<file path="config.mk">
export PLATFORM = sky130hd
export DESIGN_NAME = uart_rx_flat
export DESIGN_NICKNAME = d
export VERILOG_FILES = /design/src/rtl/uart_rx_if.sv /design/src/rtl/uart_rx.sv /design/src/flat_wrapper.sv
export SDC_FILE = /design/constraint.sdc
export NUM_CORES = 1
export LEC_CHECK = 0
export ABC_CLOCK_PERIOD_IN_PS = 1600
export CORE_AREA = 2 2 72 74
export CTS_BUF_LIST = sky130_fd_sc_hd__clkbuf_2
export CTS_CLUSTER_SIZE = 14
export DETAILED_ROUTE_END_ITERATION = 8
export DIE_AREA = 0 0 74 76
export HOLD_SLACK_MARGIN = 0.15
export PLACE_DENSITY = 0.61
export SLEW_MARGIN = 20
export SYNTH_ARGS = -nofsm -noshare
export SYNTH_HDL_FRONTEND = slang
export SYNTH_SLANG_ARGS = --single-unit
export TNS_END_PERCENT = 10
</file>
<file path="constraint.sdc">
create_clock -name i_clock -period 1.6 [get_ports i_clock]
set_clock_uncertainty 0.2 [all_clocks]
set_input_delay 0.48 -clock i_clock [delete_from_list [all_inputs] [get_ports i_clock]]
set_output_delay 0.48 -clock i_clock [all_outputs]
set_load 0.01 [all_outputs]
</file>
<file path="src/rtl/uart_rx_if.sv">
// Serial line and receive-result bundle for uart_rx.
// master drives the line and consumes results; slave is the receiver.
interface uart_rx_if;
  logic       i_rxSerial;
  logic       i_errorClear;
  logic [7:0] o_rxData;
  logic       o_rxDone;
  logic       o_rxBusy;
  logic       o_frameError;
  logic       o_break;
  logic       o_errorSticky;

  modport master (
    output i_rxSerial, i_errorClear,
    input  o_rxData, o_rxDone, o_rxBusy, o_frameError, o_break, o_errorSticky
  );

  modport slave (
    input  i_rxSerial, i_errorClear,
    output o_rxData, o_rxDone, o_rxBusy, o_frameError, o_break, o_errorSticky
  );
endinterface

</file>
<file path="src/rtl/uart_rx.sv">
// 8N1 UART receiver: two-flop line sync, mid-bit sampling, framing/break detection.
// Done/frameError/break are registered one-cycle pulses in the cycle after the stop sample.
module uart_rx #(
  parameter int CLOCKS_PER_BIT = 1000
) (
  input  logic     i_clock,
  input  logic     i_resetN,
  uart_rx_if.slave rx
);
  if (CLOCKS_PER_BIT < 4) begin : g_bad_param
    $error("uart_rx: CLOCKS_PER_BIT must be at least 4");
  end

  localparam int CNT_W = $clog2(CLOCKS_PER_BIT);
  localparam logic [CNT_W-1:0] HALF_BIT = CNT_W'(CLOCKS_PER_BIT / 2);
  localparam logic [CNT_W-1:0] LAST_CNT = CNT_W'(CLOCKS_PER_BIT - 1);

  typedef enum logic [2:0] {
    IDLE,
    START,
    DATA,
    STOP,
    WAIT_IDLE
  } state_e;

  // Assertion is immediate; release is retimed onto i_clock.
  logic [1:0] rst_sync_q;
  logic       rst_n;

  always_ff @(posedge i_clock or negedge i_resetN) begin
    if (!i_resetN) begin
      rst_sync_q <= 2'b00;
    end else begin
      rst_sync_q <= {rst_sync_q[0], 1'b1};
    end
  end

  assign rst_n = rst_sync_q[1];

  logic [1:0] sync_q;
  logic       rx_sync;

  always_ff @(posedge i_clock or negedge rst_n) begin
    if (!rst_n) begin
      sync_q <= 2'b11;
    end else begin
      sync_q <= {sync_q[0], rx.i_rxSerial};
    end
  end

  assign rx_sync = sync_q[1];

  state_e           state_q;
  logic [CNT_W-1:0] cnt_q;
  logic [2:0]       idx_q;
  logic [7:0]       shift_q;
  logic [7:0]       data_q;
  logic             done_q;
  logic             busy_q;
  logic             ferr_q;
  logic             brk_q;
  logic             sticky_q;

  always_ff @(posedge i_clock or negedge rst_n) begin
    if (!rst_n) begin
      state_q  <= IDLE;
      cnt_q    <= '0;
      idx_q    <= '0;
      shift_q  <= '0;
      data_q   <= '0;
      done_q   <= 1'b0;
      busy_q   <= 1'b0;
      ferr_q   <= 1'b0;
      brk_q    <= 1'b0;
      sticky_q <= 1'b0;
    end else begin
      done_q <= 1'b0;
      ferr_q <= 1'b0;
      brk_q  <= 1'b0;
      // A framing error later in this block overrides the clear.
      if (rx.i_errorClear) begin
        sticky_q <= 1'b0;
      end

      case (state_q)
        IDLE: begin
          cnt_q <= '0;
          if (!rx_sync) begin
            state_q <= START;
            busy_q  <= 1'b1;
          end
        end

        START: begin
          cnt_q <= cnt_q + CNT_W'(1);
          if (cnt_q == HALF_BIT) begin
            cnt_q <= '0;
            idx_q <= '0;
            if (rx_sync) begin
              state_q <= IDLE;
              busy_q  <= 1'b0;
            end else begin
              state_q <= DATA;
            end
          end
        end

        DATA: begin
          cnt_q <= cnt_q + CNT_W'(1);
          if (cnt_q == LAST_CNT) begin
            cnt_q          <= '0;
            shift_q[idx_q] <= rx_sync;
            idx_q          <= idx_q + 3'd1;
            if (idx_q == 3'd7) begin
              state_q <= STOP;
            end
          end
        end

        STOP: begin
          cnt_q <= cnt_q + CNT_W'(1);
          if (cnt_q == LAST_CNT) begin
            cnt_q <= '0;
            if (rx_sync) begin
              data_q  <= shift_q;
              done_q  <= 1'b1;
              state_q <= IDLE;
              busy_q  <= 1'b0;
            end else begin
              ferr_q   <= 1'b1;
              brk_q    <= (shift_q == 8'h00);
              sticky_q <= 1'b1;
              state_q  <= WAIT_IDLE;
            end
          end
        end

        WAIT_IDLE: begin
          cnt_q <= '0;
          if (rx_sync) begin
            state_q <= IDLE;
            busy_q  <= 1'b0;
          end
        end

        default: begin
          state_q <= IDLE;
          cnt_q   <= '0;
          busy_q  <= 1'b0;
        end
      endcase
    end
  end

  assign rx.o_rxData      = data_q;
  assign rx.o_rxDone      = done_q;
  assign rx.o_rxBusy      = busy_q;
  assign rx.o_frameError  = ferr_q;
  assign rx.o_break       = brk_q;
  assign rx.o_errorSticky = sticky_q;
endmodule

</file>
<file path="src/flat_wrapper.sv">
// flat-port wrapper written by rule: the top's interface ports become plain ports
module uart_rx_flat 
#(
  parameter int CLOCKS_PER_BIT = 1000
)
  (i_clock, i_resetN, rx_i_rxSerial, rx_i_errorClear, rx_o_rxData, rx_o_rxDone, rx_o_rxBusy, rx_o_frameError, rx_o_break, rx_o_errorSticky);
  uart_rx_if rx_i ();
  input  logic i_clock;
  input  logic i_resetN;
  input wire logic [$bits(rx_i.i_rxSerial)-1:0] rx_i_rxSerial;
  input wire logic [$bits(rx_i.i_errorClear)-1:0] rx_i_errorClear;
  output wire logic [$bits(rx_i.o_rxData)-1:0] rx_o_rxData;
  output wire logic [$bits(rx_i.o_rxDone)-1:0] rx_o_rxDone;
  output wire logic [$bits(rx_i.o_rxBusy)-1:0] rx_o_rxBusy;
  output wire logic [$bits(rx_i.o_frameError)-1:0] rx_o_frameError;
  output wire logic [$bits(rx_i.o_break)-1:0] rx_o_break;
  output wire logic [$bits(rx_i.o_errorSticky)-1:0] rx_o_errorSticky;
  assign rx_i.i_rxSerial = rx_i_rxSerial;
  assign rx_i.i_errorClear = rx_i_errorClear;
  assign rx_o_rxData = rx_i.o_rxData;
  assign rx_o_rxDone = rx_i.o_rxDone;
  assign rx_o_rxBusy = rx_i.o_rxBusy;
  assign rx_o_frameError = rx_i.o_frameError;
  assign rx_o_break = rx_i.o_break;
  assign rx_o_errorSticky = rx_i.o_errorSticky;
  uart_rx #(.CLOCKS_PER_BIT(CLOCKS_PER_BIT)) u_core (.i_clock(i_clock), .i_resetN(i_resetN), .rx(rx_i));
endmodule
</file>
==> reports/metrics.csv, run 1 <==
metric,value,unit
netlist_top_cells_count,"dfrtp_1 (39), nor2_1 (19), nand2_1 (16)",
setup_viol,49,
wl_per_cell,13.44,um
cp_data_required_time,1.70,ns
cap_violations,0,
pin_count,17,
track_usage,0.1490,
critPathLaunchType,flop,
failed_checks,negative setup slack,
busiest_layer,met2,
fill_cells,447,
grt-ovfl-total,0,
cts_made_buffers,5,
grt_max_degree,40,
gp_congestion,0.8372,
cts_tree,yes,
ir_drop,0.5517,mV
start_util,0.3828,
postSynthCellCount,161,
endpoint_kind,flop,
hold_path.class,flop to flop,
grt_use_met2,0.2500,
grt_pass1_wl,6499,um
synth-edff-count,0,
seq_area_frac_synth,0.5469,
cts.sinks,41,
antenna_found_initial,0,
synth_top_area_share,0.5190,
yosysTopAreaCell,dfrtp_1,
cts_max_path_buffers,2,
yosysUniqueCellTypes,42,
finalCriticalPeriod,2.007,ns
antennaDiodeCount,0,
core_area,4912,um^2
synthArstFlopShare,1.000,
placed_area,2346,um^2
use_met3,0.04101,
final_area,2547,um^2
dieArea,5624,um^2
ys.flop_type,dfrtp_1,
critPathMaxFanout,5,
drc,0,
fin_crit_sh,1.255,
leakagePower,1.303,nW
htree_num_levels,2,
area_growth,35.46,%
relSlewSlack,0.6433,
clock.fmax,0.4982,GHz
yosysMostFrequentCell,dfrtp_1,
dp_slack,-0.4227,ns
worstMarginPinSlew,0.5340,ns
clk_latency,0.40,ns
finalHoldViolations,0,
vias_per_cell,4.893,
synthTopCellsByArea,"dfrtp_1 (52%), mux2_1 (9.0%), nor2_1 (3.8%)",
fp.dieW,74,um
status,finished with violations,
ant_nets,0,
path_class,flop to flop,
nets,228,
synth_seq_cells,41,
drt_iter0_markers,59,
synth_fp_nets,169,
drv_slew,0,
layout-drive-gt1-share,0.3891,
critical_path_arrival,2.11,ns
ys_warn_count,0,
rows,26,
syn-mean-instance-area,11.68,um^2
portBuffers,16,
vias,1424,
clock-root-buffer,clkbuf_2,
layout_setup_ws,-0.4073,ns
p_per_area,1061,nW/um^2
rsz0062_at_grt,yes,
fin_util,0.5186,
syn_area,1881,um^2
wl,3911,um
grtUsageMet1,0.1825,
dieHeight,76,um
dr.pass1.iters,4,
grt_pass1_vias,1399,
place_hpwl,2562,um
clk_pin_slew_worst_paths,0.22,ns
registers in the layout (all words and copies together), names as in the netlist:
| register | count |
|---|---|
| u_core.cnt_q | 10 |
| u_core.rx.o_rxData | 8 |
| u_core.shift_q | 8 |
| u_core.idx_q | 3 |
| u_core.state_q | 3 |
| u_core.rst_sync_q | 2 |
| u_core.sync_q | 2 |
| u_core.rx.o_break | 1 |
| u_core.rx.o_errorSticky | 1 |
| u_core.rx.o_frameError | 1 |
| u_core.rx.o_rxBusy | 1 |
| u_core.rx.o_rxDone | 1 |
cells by family (layout without fill, tap and decap cells):
| group | Yosys count | count (layout) | share of synthesized area |
|---|---|---|---|
| simple gates | 65 | 66 | 0.2096 |
| flops | 41 | 41 | 0.5469 |
| mux | 18 | 18 | 0.1084 |
| compound gates | 12 | 12 | 0.04525 |
| buf+inv | 12 | 71 | 0.02395 |
| xor+xnor | 8 | 8 | 0.03726 |
| fa+ha+maj | 4 | 4 | 0.02661 |
| other cells | 1 | 1 | 0.001994 |
stage by stage:
stage                     total power [W]  hold slack, ns  TNS (ns)  instances
after floorplan                  0.001642        -0.01559    -7.078        161
after global placement           0.001941         0.04066    -8.637        269
after detailed placement         0.001975         0.04654    -10.67        269
after CTS                        0.002661          0.1718    -10.49        284
after global routing             0.002860          0.1769    -16.67        291
final                            0.002702          0.1690    -11.86        291
worst paths after layout:
kind | endpoint | from | slack (ns) | depth (start not counted)
worst max-delay path | u_core.shift_q[6] | u_core.state_q[1] | -0.41 | 5
worst min-delay path | u_core.sync_q[1] | u_core.sync_q[0] | 0.17 | 0
worst max register to register | u_core.shift_q[6] | u_core.state_q[1] | -0.41 | 5
worst min register to register | u_core.sync_q[1] | u_core.sync_q[0] | 0.17 | 0
max in group asynchronous | u_core.sync_q[0] | u_core.rst_sync_q[1] | 0.36 | 2
min in group asynchronous | u_core.shift_q[3] | u_core.rst_sync_q[1] | 0.56 | 2
repair_timing:
item                                    CTS  global route
endpoints found under the setup margin   50            50
buffers inserted                          4             7
resized for setup                        59            14
hold buffers                              2             0
hold endpoints to repair                 39             0
cloned                                    1             0
pin swaps                                 3             3
layout make-up:
cell class              instances  area [um^2]  share of cell area
clock buffers                   6        30.03             0.01179
inverters                       8        30.03             0.01179
repair buffers                 55        439.2              0.1724
flip-flops and latches         41         1028              0.4037
multi-input cells             109        898.4              0.3527
well taps                      70        87.58             0.03438
clock inverters                 2        33.78             0.01326
placed cells by master (no fill, tap or decap), types with 2 or more instances in the layout:
| cell type | synthesis | layout |
|---|---|---|
| buf_6 | 0 | 5 |
| nor2_1 | 19 | 16 |
| nand2_1 | 16 | 13 |
| o21bai_1 | 2 | 2 |
| nand4bb_1 | 2 | 2 |
| xor2_1 | 2 | 2 |
| nand2_2 | 0 | 3 |
| dfrtp_1 | 39 | 39 |
| clkbuf_2 | 0 | 7 |
| nor3_1 | 4 | 4 |
| nor2_2 | 0 | 3 |
| a21o_1 | 2 | 2 |
| mux2_1 | 15 | 7 |
| buf_4 | 0 | 31 |
| buf_2 | 0 | 11 |
| inv_1 | 8 | 8 |
| nand4_4 | 1 | 2 |
| a21oi_1 | 2 | 2 |
| xnor2_1 | 6 | 6 |
| nand3b_1 | 2 | 2 |
| nor4_1 | 2 | 2 |
| mux2_4 | 1 | 9 |
| buf_12 | 0 | 2 |
| clkdlybuf4s50_1 | 0 | 3 |
| mux2i_1 | 2 | 2 |
| nand3_1 | 5 | 4 |
| dfstp_2 | 2 | 2 |
| ha_1 | 4 | 3 |
| dlygate4sd3_1 | 0 | 2 |
critical path: stages (launching register included):
cell and delay [ns]:
dfrtp_1 0.49, or4b_4 0.50, nor4_4 0.14, buf_4 0.19, nand3_2 0.08, mux2_4 0.30
layer usage:
| metal | vias up | part of all wire |
|---|---|---|
| met5 | - | 0 |
| met4 | 0 | 0.017 |
| met3 | 6 | 0.038 |
| met2 | 29 | 0.51 |
| met1 | 715 | 0.43 |
| li1 | 674 | - |
report_power, final:
group / switching, W / total (W) / leakage [nW] / internal (W)
Combinational: 0.000397 / 0.000859 / 0.724 / 0.000462
Sequential: 0.0000959 / 0.00125 / 0.538 / 0.00115
Clock: 0.000329 / 0.000596 / 0.0406 / 0.000267
Total: 0.000822 / 0.00270 / 1.30 / 0.00188
Power figures use the tool's default switching activity.
==> run 2: changes to the inputs <==
--- a/config.mk
+++ b/config.mk
@@ -5,14 +5,14 @@
 export SDC_FILE = /design/constraint.sdc
 export NUM_CORES = 1
 export LEC_CHECK = 0
-export ABC_CLOCK_PERIOD_IN_PS = 1600
-export CORE_AREA = 2 2 72 74
+export ABC_CLOCK_PERIOD_IN_PS = 2200
+export CORE_AREA = 2 2 67 69
 export CTS_BUF_LIST = sky130_fd_sc_hd__clkbuf_2
 export CTS_CLUSTER_SIZE = 14
 export DETAILED_ROUTE_END_ITERATION = 8
-export DIE_AREA = 0 0 74 76
+export DIE_AREA = 0 0 69 71
 export HOLD_SLACK_MARGIN = 0.15
-export PLACE_DENSITY = 0.61
+export PLACE_DENSITY = 0.68
 export SLEW_MARGIN = 20
 export SYNTH_ARGS = -nofsm -noshare
 export SYNTH_HDL_FRONTEND = slang
==> constraint.sdc (replaced) <==
create_clock -name i_clock -period 2.2 [get_ports i_clock]
set_clock_uncertainty 0.2 [all_clocks]
set_input_delay 0.66 -clock i_clock [delete_from_list [all_inputs] [get_ports i_clock]]
set_output_delay 0.66 -clock i_clock [all_outputs]
set_load 0.01 [all_outputs]
==> run 2 against run 1 <==
The run now ends clean. Total power shrank 40%. Sequential power fell by 25%. Register-to-register slack improved by 0.54 ns. Clock power is 49% lower. Die area decreased by 13%. Critical path depth down 4. Core utilization is 1.1 points higher. Global-route usage increased by 0.39 points. Non-clock buffer count fell by 31. Setup slack improved by 0.47 ns. Largest cell class unchanged.
==> reports/metrics.csv, run 2 (synthesized netlist as in run 1, its figures left out) <==
metric,value,unit,change
status,"finished, final reports clean",,
dr.pass1.iters,4,,unchanged
cts_made_buffers,5,,unchanged
clk_latency,0.40,ns,about the same
setup_viol,0,,-100%
ant_nets,0,,unchanged
cp_num_buf_inv,1,,unchanged
htree_num_levels,2,,unchanged
clk_pin_slew_worst_paths,0.20,ns,-0.02 ns
dp_slack,0.04526,ns,+0.4679 ns
wl_per_cell,13.41,um,-0.25%
layout_setup_ws,0.06525,ns,+0.4725 ns
place_hpwl,2369,um,-7.5%
fp.dieW,69,um,-6.8%
critPathMaxFanout,1,,-4
cp_data_required_time,1.34,ns,-0.36 ns
core_area,4204,um^2,-14%
fin_crit_sh,0.9703,,
crit_family,buffers and inverters,,
start_util,0.4473,,+0.06449
layout-drive-gt1-share,0.1217,,-0.2674
slowest_delay,0.52,ns,+0.02 ns
critical_path_arrival,1.27,ns,-0.84 ns
critPathLaunchType,flop,,
cts.sinks,41,,unchanged
grt_pass1_wl,5996,um,-7.7%
top_register,u_core.cnt_q,,
pin_count,17,,unchanged
rsz0062_at_grt,no,,
antennaDiodeCount,0,,unchanged
cpMaxStageDelayCell,clkdlybuf4s50_1,,
nets,196,,-14%
grt_pass1_vias,1328,,-5.1%
leakagePower,1.281,nW,-1.6%
largest_reg_flops,10,,unchanged
crit_chain,clkdlybuf4s50_1,,
p_per_area,725.3,nW/um^2,-32%
ir_drop,0.5969,mV,+8.2%
vias_per_cell,5.133,,+4.9%
dieHeight,71,um,-6.6%
gp_congestion,0.8300,,-0.86%
finalSetupTns,0,ns,+11.86 ns
rows,24,,-7.7%
hold_path.class,flop to flop,,
clock-root-buffer,clkbuf_2,,
clock.fmax,0.4684,GHz,
finalHoldViolations,0,,unchanged
endpoint_kind,primary output,,
grt_max_degree,40,,unchanged
final_cell_mix,"dfrtp_1 (39), nor2_1 (19), nand2_1 (16)",,
track_usage,0.1529,,+0.003888
portBuffers,16,,unchanged
drt_iter0_markers,53,,-10%
antenna_found_initial,0,,unchanged
grt-ovfl-total,0,,unchanged
area_growth,18.50,%,
dieArea,4899,um^2,-13%
finalCriticalPeriod,2.135,ns,
wl,3231,um,-17%
drc,0,,unchanged
cap_violations,0,,unchanged
final_common_cell,dfrtp_1,,
path_class,flop to primary output,,
drv_slew,0,,unchanged
vias,1237,,-13%
cts_tree,yes,,
cts_max_path_buffers,2,,unchanged
run 2: layout make-up:
cell class	count	area, um^2
clock inverters	3	12.51
clock buffers	5	25.02
inverters	8	30.03
fillers	381	1976
multi-input cells	108	822.0
well taps	52	65.06
repair buffers	24	245.2
flip-flops and latches	41	1028
run 2: metal layers:
metal	vias up	GRT usage	wire, um
li1	609	-	-
met1	606	0.1786	1362
met2	17	0.2746	1719
met3	5	0.04274	103
met4	0	0.04575	46
met5	-	0	0
run 2: path summary, 6_finish.rpt:
check,from,cells after the start,end,slack [ns]
max,u_core.rx.o_rxDone,1,rx_o_rxDone,0.07
min,u_core.sync_q[0],0,u_core.sync_q[1],0.17
max reg2reg,u_core.idx_q[0],4,u_core.shift_q[6],0.13
min reg2reg,u_core.sync_q[0],0,u_core.sync_q[1],0.17
max in group asynchronous,u_core.rst_sync_q[1],2,u_core.sync_q[0],0.81
min in group asynchronous,i_resetN,1,u_core.rst_sync_q[0],0.20
run 2: timing repair:
item,CTS,global route
hold buffers,1,0
gates resized for setup,2,12
endpoints found under the hold margin,37,0
buffers inserted,1,1
pin swaps,0,1
setup endpoints to repair,2,23
run 2: report_power, final:
part           switching [W]  internal, W
combinational       0.000202     0.000176
sequential         0.0000952     0.000837
clock               0.000236    0.0000696
total               0.000533      0.00108
run 2: through the flow:
| step | instances | hold slack, ns | area (um^2) | power [W] | util |
|---|---|---|---|---|---|
| after floorplan | 161 | 0.1312 | 1881 | 0.001192 | - |
| after global placement | 230 | 0.1034 | 2128 | 0.001295 | 0.5063 |
| after detailed placement | 230 | 0.1098 | 2128 | 0.001318 | 0.5063 |
| after CTS | 240 | 0.1703 | 2181 | 0.001631 | 0.5188 |
| after global routing | 241 | 0.1653 | 2228 | 0.001727 | 0.5301 |
| final | 241 | 0.1700 | 2228 | 0.001616 | 0.5301 |
